[config.mk]
export PLATFORM = sky130hd
export DESIGN_NAME = hazard_fwd_ctrl_flat
export DESIGN_NICKNAME = d
export VERILOG_FILES = /design/src/rtl/hazard_fwd_ctrl_if.sv /design/src/rtl/hazard_fwd_ctrl.sv /design/src/flat_wrapper.sv
export SDC_FILE = /design/constraint.sdc
export NUM_CORES = 1
export LEC_CHECK = 0
export ABC_AREA = 0
export CAP_MARGIN = 20
export CORE_MARGIN = 2
export CORE_UTILIZATION = 32
export CTS_BUF_LIST = sky130_fd_sc_hd__clkbuf_4
export DETAILED_ROUTE_END_ITERATION = 12
export GPL_TIMING_DRIVEN = 0
export HOLD_SLACK_MARGIN = 0.03
export PLACE_DENSITY_LB_ADDON = 0.1
export SYNTH_ARGS = -nofsm -noshare
export SYNTH_HDL_FRONTEND = slang
export SYNTH_SLANG_ARGS = --single-unit
[constraint.sdc]
create_clock -name clk -period 2 [get_ports clk]
set_clock_uncertainty 0.2 [all_clocks]
set_input_delay 0.4 -clock clk [delete_from_list [all_inputs] [get_ports clk]]
set_output_delay 0.4 -clock clk [all_outputs]
set_load 0.01 [all_outputs]
[src/rtl/hazard_fwd_ctrl_if.sv]
// Interface bundling the pipeline-facing signals of hazard_fwd_ctrl.
// Timing contract (no valid/ready pair on this block): every input is a level
// that is valid for the whole cycle. Every output is either combinational from the
// current inputs and the registered scoreboard state, or is itself a register.
// The pipeline registers consume the outputs on the next rising clk edge.
// master = pipeline side, slave = hazard_fwd_ctrl.
interface hazard_fwd_ctrl_if #(
    parameter int REG_AW  = 5,
    parameter int NUM_SRC = 2
) ();
    logic [NUM_SRC*REG_AW-1:0] rs_id;
    logic [NUM_SRC*REG_AW-1:0] rs_ex;
    logic [REG_AW-1:0]         rd_ex;
    logic [REG_AW-1:0]         rd_mem;
    logic [REG_AW-1:0]         rd_wb;
    logic                      reg_wb_ex;
    logic                      reg_wb_mem;
    logic                      reg_wb_wb;
    logic                      is_load_ex;
    logic                      is_load_mem;
    logic                      mc_op_id;
    logic                      mc_start;
    logic                      mc_done;
    logic                      branch_taken;
    logic [NUM_SRC*2-1:0]      fwd_sel;
    logic                      stall_pc_id;
    logic                      flush_id;
    logic                      bubble_ex;
    logic                      mc_pending;
    logic                      mc_err;
    logic [31:0]               stall_cnt;
    logic [31:0]               flush_cnt;

    modport master (
        output rs_id, rs_ex, rd_ex, rd_mem, rd_wb,
        output reg_wb_ex, reg_wb_mem, reg_wb_wb, is_load_ex, is_load_mem,
        output mc_op_id, mc_start, mc_done, branch_taken,
        input  fwd_sel, stall_pc_id, flush_id, bubble_ex,
        input  mc_pending, mc_err, stall_cnt, flush_cnt
    );

    modport slave (
        input  rs_id, rs_ex, rd_ex, rd_mem, rd_wb,
        input  reg_wb_ex, reg_wb_mem, reg_wb_wb, is_load_ex, is_load_mem,
        input  mc_op_id, mc_start, mc_done, branch_taken,
        output fwd_sel, stall_pc_id, flush_id, bubble_ex,
        output mc_pending, mc_err, stall_cnt, flush_cnt
    );
endinterface

[src/rtl/hazard_fwd_ctrl.sv]
// Hazard / forwarding controller for the 5-stage RV pipeline.
// Produces per-source EX forwarding selects, the load-use stall, the taken-branch
// flush, and tracks one multi-cycle (MUL/DIV) op in flight with a timeout.
// Optional feature macro: HAZARD_STATS_EN adds saturating stall/flush cycle
// counters. When it is undefined, stall_cnt and flush_cnt are tied to zero.
// o_dbg_state exposes the scoreboard FSM state (1 = PEND).
module hazard_fwd_ctrl #(
    parameter int REG_AW     = 5,
    parameter int NUM_SRC    = 2,
    parameter int MC_TIMEOUT = 64
) (
    input  logic              clk,
    input  logic              rst_n,
    hazard_fwd_ctrl_if.slave  bus,
    output logic              o_dbg_state
);
    localparam int TW = (MC_TIMEOUT > 2) ? $clog2(MC_TIMEOUT) : 1;
    localparam logic [TW-1:0] TIMER_LAST = TW'(MC_TIMEOUT - 1);

    typedef enum logic {
        ST_IDLE = 1'b0,
        ST_PEND = 1'b1
    } sb_state_t;

    sb_state_t         r_state;
    sb_state_t         w_state_nxt;
    logic [REG_AW-1:0] r_mc_rd;
    logic [REG_AW-1:0] w_mc_rd_nxt;
    logic [TW-1:0]     r_timer;
    logic [TW-1:0]     w_timer_nxt;
    logic              r_mc_err;
    logic              w_mc_err_nxt;

    logic [NUM_SRC*2-1:0] w_fwd_sel;
    logic                 w_lu_hit;
    logic                 w_sb_hit;
    logic                 w_lu;
    logic                 w_sb;
    logic                 w_stall;
    logic                 w_flush;
    logic                 w_bubble;

    // Scoreboard state register: the async reset drops any pending op and the error flag.
    always_ff @(posedge clk or negedge rst_n) begin
        if (!rst_n) begin
            r_state  <= ST_IDLE;
            r_mc_rd  <= '0;
            r_timer  <= '0;
            r_mc_err <= 1'b0;
        end else begin
            r_state  <= w_state_nxt;
            r_mc_rd  <= w_mc_rd_nxt;
            r_timer  <= w_timer_nxt;
            r_mc_err <= w_mc_err_nxt;
        end
    end

    // Scoreboard next state. A done that arrives together with a new start keeps the unit
    // busy with the new op. A start while busy without done is not a legal
    // second op and is ignored.
    always_comb begin
        w_state_nxt  = r_state;
        w_mc_rd_nxt  = r_mc_rd;
        w_timer_nxt  = r_timer;
        w_mc_err_nxt = r_mc_err;
        case (r_state)
            ST_IDLE: begin
                if (bus.mc_start) begin
                    w_state_nxt = ST_PEND;
                    w_mc_rd_nxt = bus.rd_ex;
                    w_timer_nxt = '0;
                end
            end
            ST_PEND: begin
                if (bus.mc_done) begin
                    w_timer_nxt = '0;
                    if (bus.mc_start) begin
                        w_mc_rd_nxt = bus.rd_ex;
                    end else begin
                        w_state_nxt = ST_IDLE;
                    end
                end else if (r_timer == TIMER_LAST) begin
                    w_state_nxt  = ST_IDLE;
                    w_timer_nxt  = '0;
                    w_mc_err_nxt = 1'b1;
                end else begin
                    w_timer_nxt = r_timer + 1'b1;
                end
            end
            default: begin
                w_state_nxt = ST_IDLE;
            end
        endcase
    end

    // Per-source forwarding selects and the RAW matches against the EX destination and the scoreboard.
    // MEM has priority over WB. A load in MEM has no data yet, so it never forwards.
    always_comb begin
        w_fwd_sel = '0;
        w_lu_hit  = 1'b0;
        w_sb_hit  = 1'b0;
        for (int i = 0; i < NUM_SRC; i++) begin
            if (bus.reg_wb_mem && !bus.is_load_mem && (bus.rd_mem != '0) &&
                (bus.rs_ex[i*REG_AW +: REG_AW] == bus.rd_mem)) begin
                w_fwd_sel[i*2 +: 2] = 2'b01;
            end else if (bus.reg_wb_wb && (bus.rd_wb != '0) &&
                         (bus.rs_ex[i*REG_AW +: REG_AW] == bus.rd_wb)) begin
                w_fwd_sel[i*2 +: 2] = 2'b10;
            end
            if ((bus.rd_ex != '0) && (bus.rs_id[i*REG_AW +: REG_AW] == bus.rd_ex)) begin
                w_lu_hit = 1'b1;
            end
            if ((r_mc_rd != '0) && (bus.rs_id[i*REG_AW +: REG_AW] == r_mc_rd)) begin
                w_sb_hit = 1'b1;
            end
        end
    end

    // Stall / flush / bubble: a taken branch makes the ID instruction wrong-path,
    // so it wins over any stall. It does not touch the scoreboard, because the MC op is older.
    always_comb begin
        w_lu     = bus.is_load_ex && bus.reg_wb_ex && w_lu_hit;
        w_sb     = (r_state == ST_PEND) && (w_sb_hit || bus.mc_op_id);
        w_stall  = (w_lu || w_sb) && !bus.branch_taken;
        w_flush  = bus.branch_taken;
        w_bubble = w_lu || w_sb || bus.branch_taken;
    end

    // All outputs are held at zero while reset is asserted.
    assign bus.fwd_sel     = rst_n ? w_fwd_sel : '0;
    assign bus.stall_pc_id = rst_n && w_stall;
    assign bus.flush_id    = rst_n && w_flush;
    assign bus.bubble_ex   = rst_n && w_bubble;
    assign bus.mc_pending  = (r_state == ST_PEND);
    assign bus.mc_err      = r_mc_err;
    assign o_dbg_state     = (r_state == ST_PEND);

`ifdef HAZARD_STATS_EN
    logic [31:0] r_stall_cnt;
    logic [31:0] r_flush_cnt;

    // Saturating perf counters for cycles spent stalling and flushing.
    always_ff @(posedge clk or negedge rst_n) begin
        if (!rst_n) begin
            r_stall_cnt <= '0;
            r_flush_cnt <= '0;
        end else begin
            if (w_stall && (r_stall_cnt != 32'hFFFF_FFFF)) begin
                r_stall_cnt <= r_stall_cnt + 32'd1;
            end
            if (w_flush && (r_flush_cnt != 32'hFFFF_FFFF)) begin
                r_flush_cnt <= r_flush_cnt + 32'd1;
            end
        end
    end

    assign bus.stall_cnt = r_stall_cnt;
    assign bus.flush_cnt = r_flush_cnt;
`else
    assign bus.stall_cnt = '0;
    assign bus.flush_cnt = '0;
`endif

endmodule

[src/flat_wrapper.sv]
// flat-port wrapper written by rule: the top's interface ports become plain ports
module hazard_fwd_ctrl_flat 
#(
    parameter int REG_AW     = 5,
    parameter int NUM_SRC    = 2,
    parameter int MC_TIMEOUT = 64
)
  (clk, rst_n, o_dbg_state, bus_rs_id, bus_rs_ex, bus_rd_ex, bus_rd_mem, bus_rd_wb, bus_reg_wb_ex, bus_reg_wb_mem, bus_reg_wb_wb, bus_is_load_ex, bus_is_load_mem, bus_mc_op_id, bus_mc_start, bus_mc_done, bus_branch_taken, bus_fwd_sel, bus_stall_pc_id, bus_flush_id, bus_bubble_ex, bus_mc_pending, bus_mc_err, bus_stall_cnt, bus_flush_cnt);
  hazard_fwd_ctrl_if #(.REG_AW(REG_AW), .NUM_SRC(NUM_SRC)) bus_i ();
  input  logic clk;
  input  logic rst_n;
  output logic o_dbg_state;
  input wire logic [$bits(bus_i.rs_id)-1:0] bus_rs_id;
  input wire logic [$bits(bus_i.rs_ex)-1:0] bus_rs_ex;
  input wire logic [$bits(bus_i.rd_ex)-1:0] bus_rd_ex;
  input wire logic [$bits(bus_i.rd_mem)-1:0] bus_rd_mem;
  input wire logic [$bits(bus_i.rd_wb)-1:0] bus_rd_wb;
  input wire logic [$bits(bus_i.reg_wb_ex)-1:0] bus_reg_wb_ex;
  input wire logic [$bits(bus_i.reg_wb_mem)-1:0] bus_reg_wb_mem;
  input wire logic [$bits(bus_i.reg_wb_wb)-1:0] bus_reg_wb_wb;
  input wire logic [$bits(bus_i.is_load_ex)-1:0] bus_is_load_ex;
  input wire logic [$bits(bus_i.is_load_mem)-1:0] bus_is_load_mem;
  input wire logic [$bits(bus_i.mc_op_id)-1:0] bus_mc_op_id;
  input wire logic [$bits(bus_i.mc_start)-1:0] bus_mc_start;
  input wire logic [$bits(bus_i.mc_done)-1:0] bus_mc_done;
  input wire logic [$bits(bus_i.branch_taken)-1:0] bus_branch_taken;
  output wire logic [$bits(bus_i.fwd_sel)-1:0] bus_fwd_sel;
  output wire logic [$bits(bus_i.stall_pc_id)-1:0] bus_stall_pc_id;
  output wire logic [$bits(bus_i.flush_id)-1:0] bus_flush_id;
  output wire logic [$bits(bus_i.bubble_ex)-1:0] bus_bubble_ex;
  output wire logic [$bits(bus_i.mc_pending)-1:0] bus_mc_pending;
  output wire logic [$bits(bus_i.mc_err)-1:0] bus_mc_err;
  output wire logic [$bits(bus_i.stall_cnt)-1:0] bus_stall_cnt;
  output wire logic [$bits(bus_i.flush_cnt)-1:0] bus_flush_cnt;
  assign bus_i.rs_id = bus_rs_id;
  assign bus_i.rs_ex = bus_rs_ex;
  assign bus_i.rd_ex = bus_rd_ex;
  assign bus_i.rd_mem = bus_rd_mem;
  assign bus_i.rd_wb = bus_rd_wb;
  assign bus_i.reg_wb_ex = bus_reg_wb_ex;
  assign bus_i.reg_wb_mem = bus_reg_wb_mem;
  assign bus_i.reg_wb_wb = bus_reg_wb_wb;
  assign bus_i.is_load_ex = bus_is_load_ex;
  assign bus_i.is_load_mem = bus_is_load_mem;
  assign bus_i.mc_op_id = bus_mc_op_id;
  assign bus_i.mc_start = bus_mc_start;
  assign bus_i.mc_done = bus_mc_done;
  assign bus_i.branch_taken = bus_branch_taken;
  assign bus_fwd_sel = bus_i.fwd_sel;
  assign bus_stall_pc_id = bus_i.stall_pc_id;
  assign bus_flush_id = bus_i.flush_id;
  assign bus_bubble_ex = bus_i.bubble_ex;
  assign bus_mc_pending = bus_i.mc_pending;
  assign bus_mc_err = bus_i.mc_err;
  assign bus_stall_cnt = bus_i.stall_cnt;
  assign bus_flush_cnt = bus_i.flush_cnt;
  hazard_fwd_ctrl #(.REG_AW(REG_AW), .NUM_SRC(NUM_SRC), .MC_TIMEOUT(MC_TIMEOUT)) u_core (.clk(clk), .rst_n(rst_n), .bus(bus_i), .o_dbg_state(o_dbg_state));
endmodule
==> impl_metrics.env <==
export IMPL_status="complete, but fails checks"
export IMPL_violations="setup timing"
export IMPL_cpLargestDelayFamily="simple AND/OR/NAND/NOR gates"
export IMPL_synth_compound_area_share_pct=6.90
export IMPL_rsz0062_at_grt="yes"
export IMPL_slowest_delay_ns=0.53
export IMPL_synth_fa_ha_area_share_pct=0.784
export IMPL_synth_simple_area_share_pct=14.8
export IMPL_clk_latency_ns=0.27
export IMPL_synth_top_family_by_area="buffers and inverters"
export IMPL_die_area_sq_um=5570
export IMPL_root_buffer="clkbuf_4"
export IMPL_cp_depth=6
export IMPL_wirelength_mm=3.86
export IMPL_reg2reg_slack_ns=0.30
export IMPL_worstHoldPathType="reg2reg"
export IMPL_wl_per_cell_um=9.92
export IMPL_dp_slack_ns=-1.72
export IMPL_hpwlAfterDp_mm=3.14
export IMPL_timing_rr_end="u_core.r_timer[3]$_DFFE_PN0P_"
export IMPL_critPathLaunch="u_core.r_mc_rd[3]$_DFFE_PN0P_"
export IMPL_avgSynthCellArea_sq_um=8.35
export IMPL_grt_overflow=0
export IMPL_path_buf_inv=1
export IMPL_drive_above_1_share_pct=35.7
export IMPL_yosysSeqAreaShare_pct=20.4
export IMPL_drcViolationCount=0
export IMPL_synthMuxAreaShare_pct=3.53
export IMPL_grt_max_degree=14
export IMPL_r2r_start="u_core.r_timer[0]$_DFFE_PN0P_"
export IMPL_fin_ws_ns=-0.539
export IMPL_vias_per_cell=3.87
export IMPL_power_per_cell_area_nw_per_um2=373
export IMPL_path_clk_slew_ns=0.08
export IMPL_setup_viol=6
export IMPL_die_h_um=74.6
export IMPL_synth_top_area_share_pct=30.6
export IMPL_period_minus_slack_ns=2.54
export IMPL_cts_tree="yes"
export IMPL_slew_headroom_pct=59.2
export IMPL_cts_sinks=13
export IMPL_grt_pass1_vias=1369
export IMPL_synth_area_sq_um=1600
export IMPL_netlist_instances=191
export IMPL_numPortBuffers=55
export IMPL_io_pin_count=120
export IMPL_cts_made_buffers=3
export IMPL_p_total_mw=0.976
export IMPL_ff2ff_path_depth=6
export IMPL_slew_violations=0
export IMPL_cts_buffer_depth=2
export IMPL_diodes=0
export IMPL_syn_to_final_growth_pct=64.1
export IMPL_synth_xor_area_share_pct=22.5
export IMPL_grt_total_usage_pct=13.6
export IMPL_ir_worst_vdd_v=0.000125
export IMPL_critPathKind="reg2out"
export IMPL_max_freq_mhz=394
export IMPL_drtPass1Iterations=4
export IMPL_initialDrtViolationCount=26
export IMPL_crit_slowest_cell="or4_1"
export IMPL_layout_commonest_cell="buf_4"
export IMPL_h_tree_depth=1
export IMPL_cp_cell_sequence="or4_1 -> nor2_2 -> nor4_2 -> o311ai_2 -> a21oi_1 -> buf_2"
export IMPL_via_count=1506
export IMPL_synth_area_leader_cell="buf_4"
export IMPL_worstMarginPinSlew_ns=0.610
export IMPL_endpoint_kind="output port"
export IMPL_coreArea_sq_um=4750
export IMPL_num_rows=25
export IMPL_crit_end="bus_stall_pc_id"
export IMPL_ys_types=28
export IMPL_grt_antenna_before_repair=0
export IMPL_ys_warn_count=0
export IMPL_cp_required_ns=1.40
export IMPL_synth_seq_cells=13
export IMPL_ys_top_cells_by_area="buf_4 31%, dfrtp_1 20%, xnor2_1 12%, xor2_1 10%, mux2_2 3.5%"
export IMPL_final_cell_area_sq_um=2620
export IMPL_startpoint_type="flop"
export IMPL_start_util_pct=33.6
export IMPL_die_w_um=74.6
export IMPL_path_max_fanout=2
export IMPL_finalHoldViolCount=0
export IMPL_ant_nets=0
export IMPL_mostFrequentLayoutCells="72 x buf_4, 64 x conb_1, 25 x clkdlybuf4s50_1"
export IMPL_p_leak_nw=1.34
export IMPL_place_area_sq_um=2490
export IMPL_nets=370
export IMPL_grt_pass1_wl_mm=5.88
export IMPL_cap_violations=0
export IMPL_crit_arrival_ns=1.94
export IMPL_whs_ns=0.278
export IMPL_gp_congestion=0.785
export IMPL_fill_cells=481
export IMPL_fin_crit_sh_pct=127
## cell usage after synthesis, drive strengths merged
| library cell | n |
|---|---|
| a21oi | 3 |
| a22o | 1 |
| a31oi | 1 |
| and2 | 3 |
| and3 | 1 |
| buf | 65 |
| conb | 1 |
| dfrtp | 13 |
| ha | 1 |
| inv | 1 |
| mux2 | 5 |
| nand2 | 11 |
| nand2b | 1 |
| nand3 | 8 |
| nand4 | 1 |
| nor2 | 6 |
| nor2b | 2 |
| nor3 | 1 |
| nor4 | 6 |
| o211ai | 1 |
| o21ai | 10 |
| o22ai | 1 |
| o311ai | 1 |
| o31ai | 1 |
| or4 | 5 |
| xnor2 | 22 |
| xor2 | 19 |
## cell families after synthesis
family	count (synthesis)
flops	13
mux	5
simple gates	45
xor+xnor	41
fa+ha+maj	1
compound gates	19
other cells	1
buf+inv	66
## how the worst min path moves through the flow
stage                             startpoint                            end  depth (start not counted)
2_1_floorplan                          rst_n  u_core.bus.mc_err$_DFFE_PN0P_                          0
3_3_place_gp   u_core.bus.mc_err$_DFFE_PN0P_  u_core.bus.mc_err$_DFFE_PN0P_                          2
3_5_place_dp   u_core.bus.mc_err$_DFFE_PN0P_  u_core.bus.mc_err$_DFFE_PN0P_                          2
4_1_cts        u_core.bus.mc_err$_DFFE_PN0P_  u_core.bus.mc_err$_DFFE_PN0P_                          2
5_1_grt        u_core.r_timer[5]$_DFFE_PN0P_  u_core.r_timer[5]$_DFFE_PN0P_                          1
6_report       u_core.bus.mc_err$_DFFE_PN0P_  u_core.bus.mc_err$_DFFE_PN0P_                          2
## worst register-to-register path, delay by kind of cell (launching register included)
kind / cells / cell delay (ns)
AO/OA/AOI/OAI: 3 / 0.57
adder cells (fa/ha/maj): 1 / 0.20
flip-flops: 1 / 0.38
AND/OR/NAND/NOR: 2 / 0.22
## through the flow
step	instances	TNS, ns	utilization [%]
2_1_floorplan	254	-0.346	-
3_3_place_gp	376	-8.51	52.4
3_5_place_dp	376	-8.52	52.4
4_1_cts	388	-2.65	54.1
5_1_grt	389	-2.60	55.1
6_report	389	-2.25	55.1
## timing repair
item,in CTS,in global routing
hold buffers,1,0
gates resized for setup,76,32
endpoints found under the setup margin,7,9
pin swaps,13,10
hold endpoints to repair,13,0
buffers inserted,7,1
## report_power, final
group	switching (mW)	total, mW	internal (mW)
clock	0.0862	0.177	0.0908
sequential	0.0236	0.310	0.286
combinational	0.220	0.489	0.269
## layer usage
metal	up-vias	share of wire [%]	track usage (%)	routed length [um]
li1	775	-	-	-
met1	651	39	15.3	1490
met2	76	50	25.0	1930
met3	4	10	3.66	388
met4	0	1.3	3.97	50
met5	-	0	0	0
## area by class of cell
type | count | area [sq um] | share of cell area (%)
inverter | 1 | 3.75 | 0.143
buffer | 65 | 488 | 18.6
timing repair buffer | 64 | 561 | 21.4
sequential | 13 | 327 | 12.5
tap | 67 | 83.8 | 3.20
clock buffer | 4 | 30.0 | 1.15
multi-input combinational | 175 | 1120 | 43.0
## flip-flops by register name, indices dropped and copies added, names as in the netlist
| register | cells |
|---|---|
| u_core.r_timer | 6 |
| u_core.bus.mc_err | 1 |
| u_core.r_mc_rd | 5 |
| u_core.bus.mc_pending | 1 |
Power figures use the tool's default switching activity.
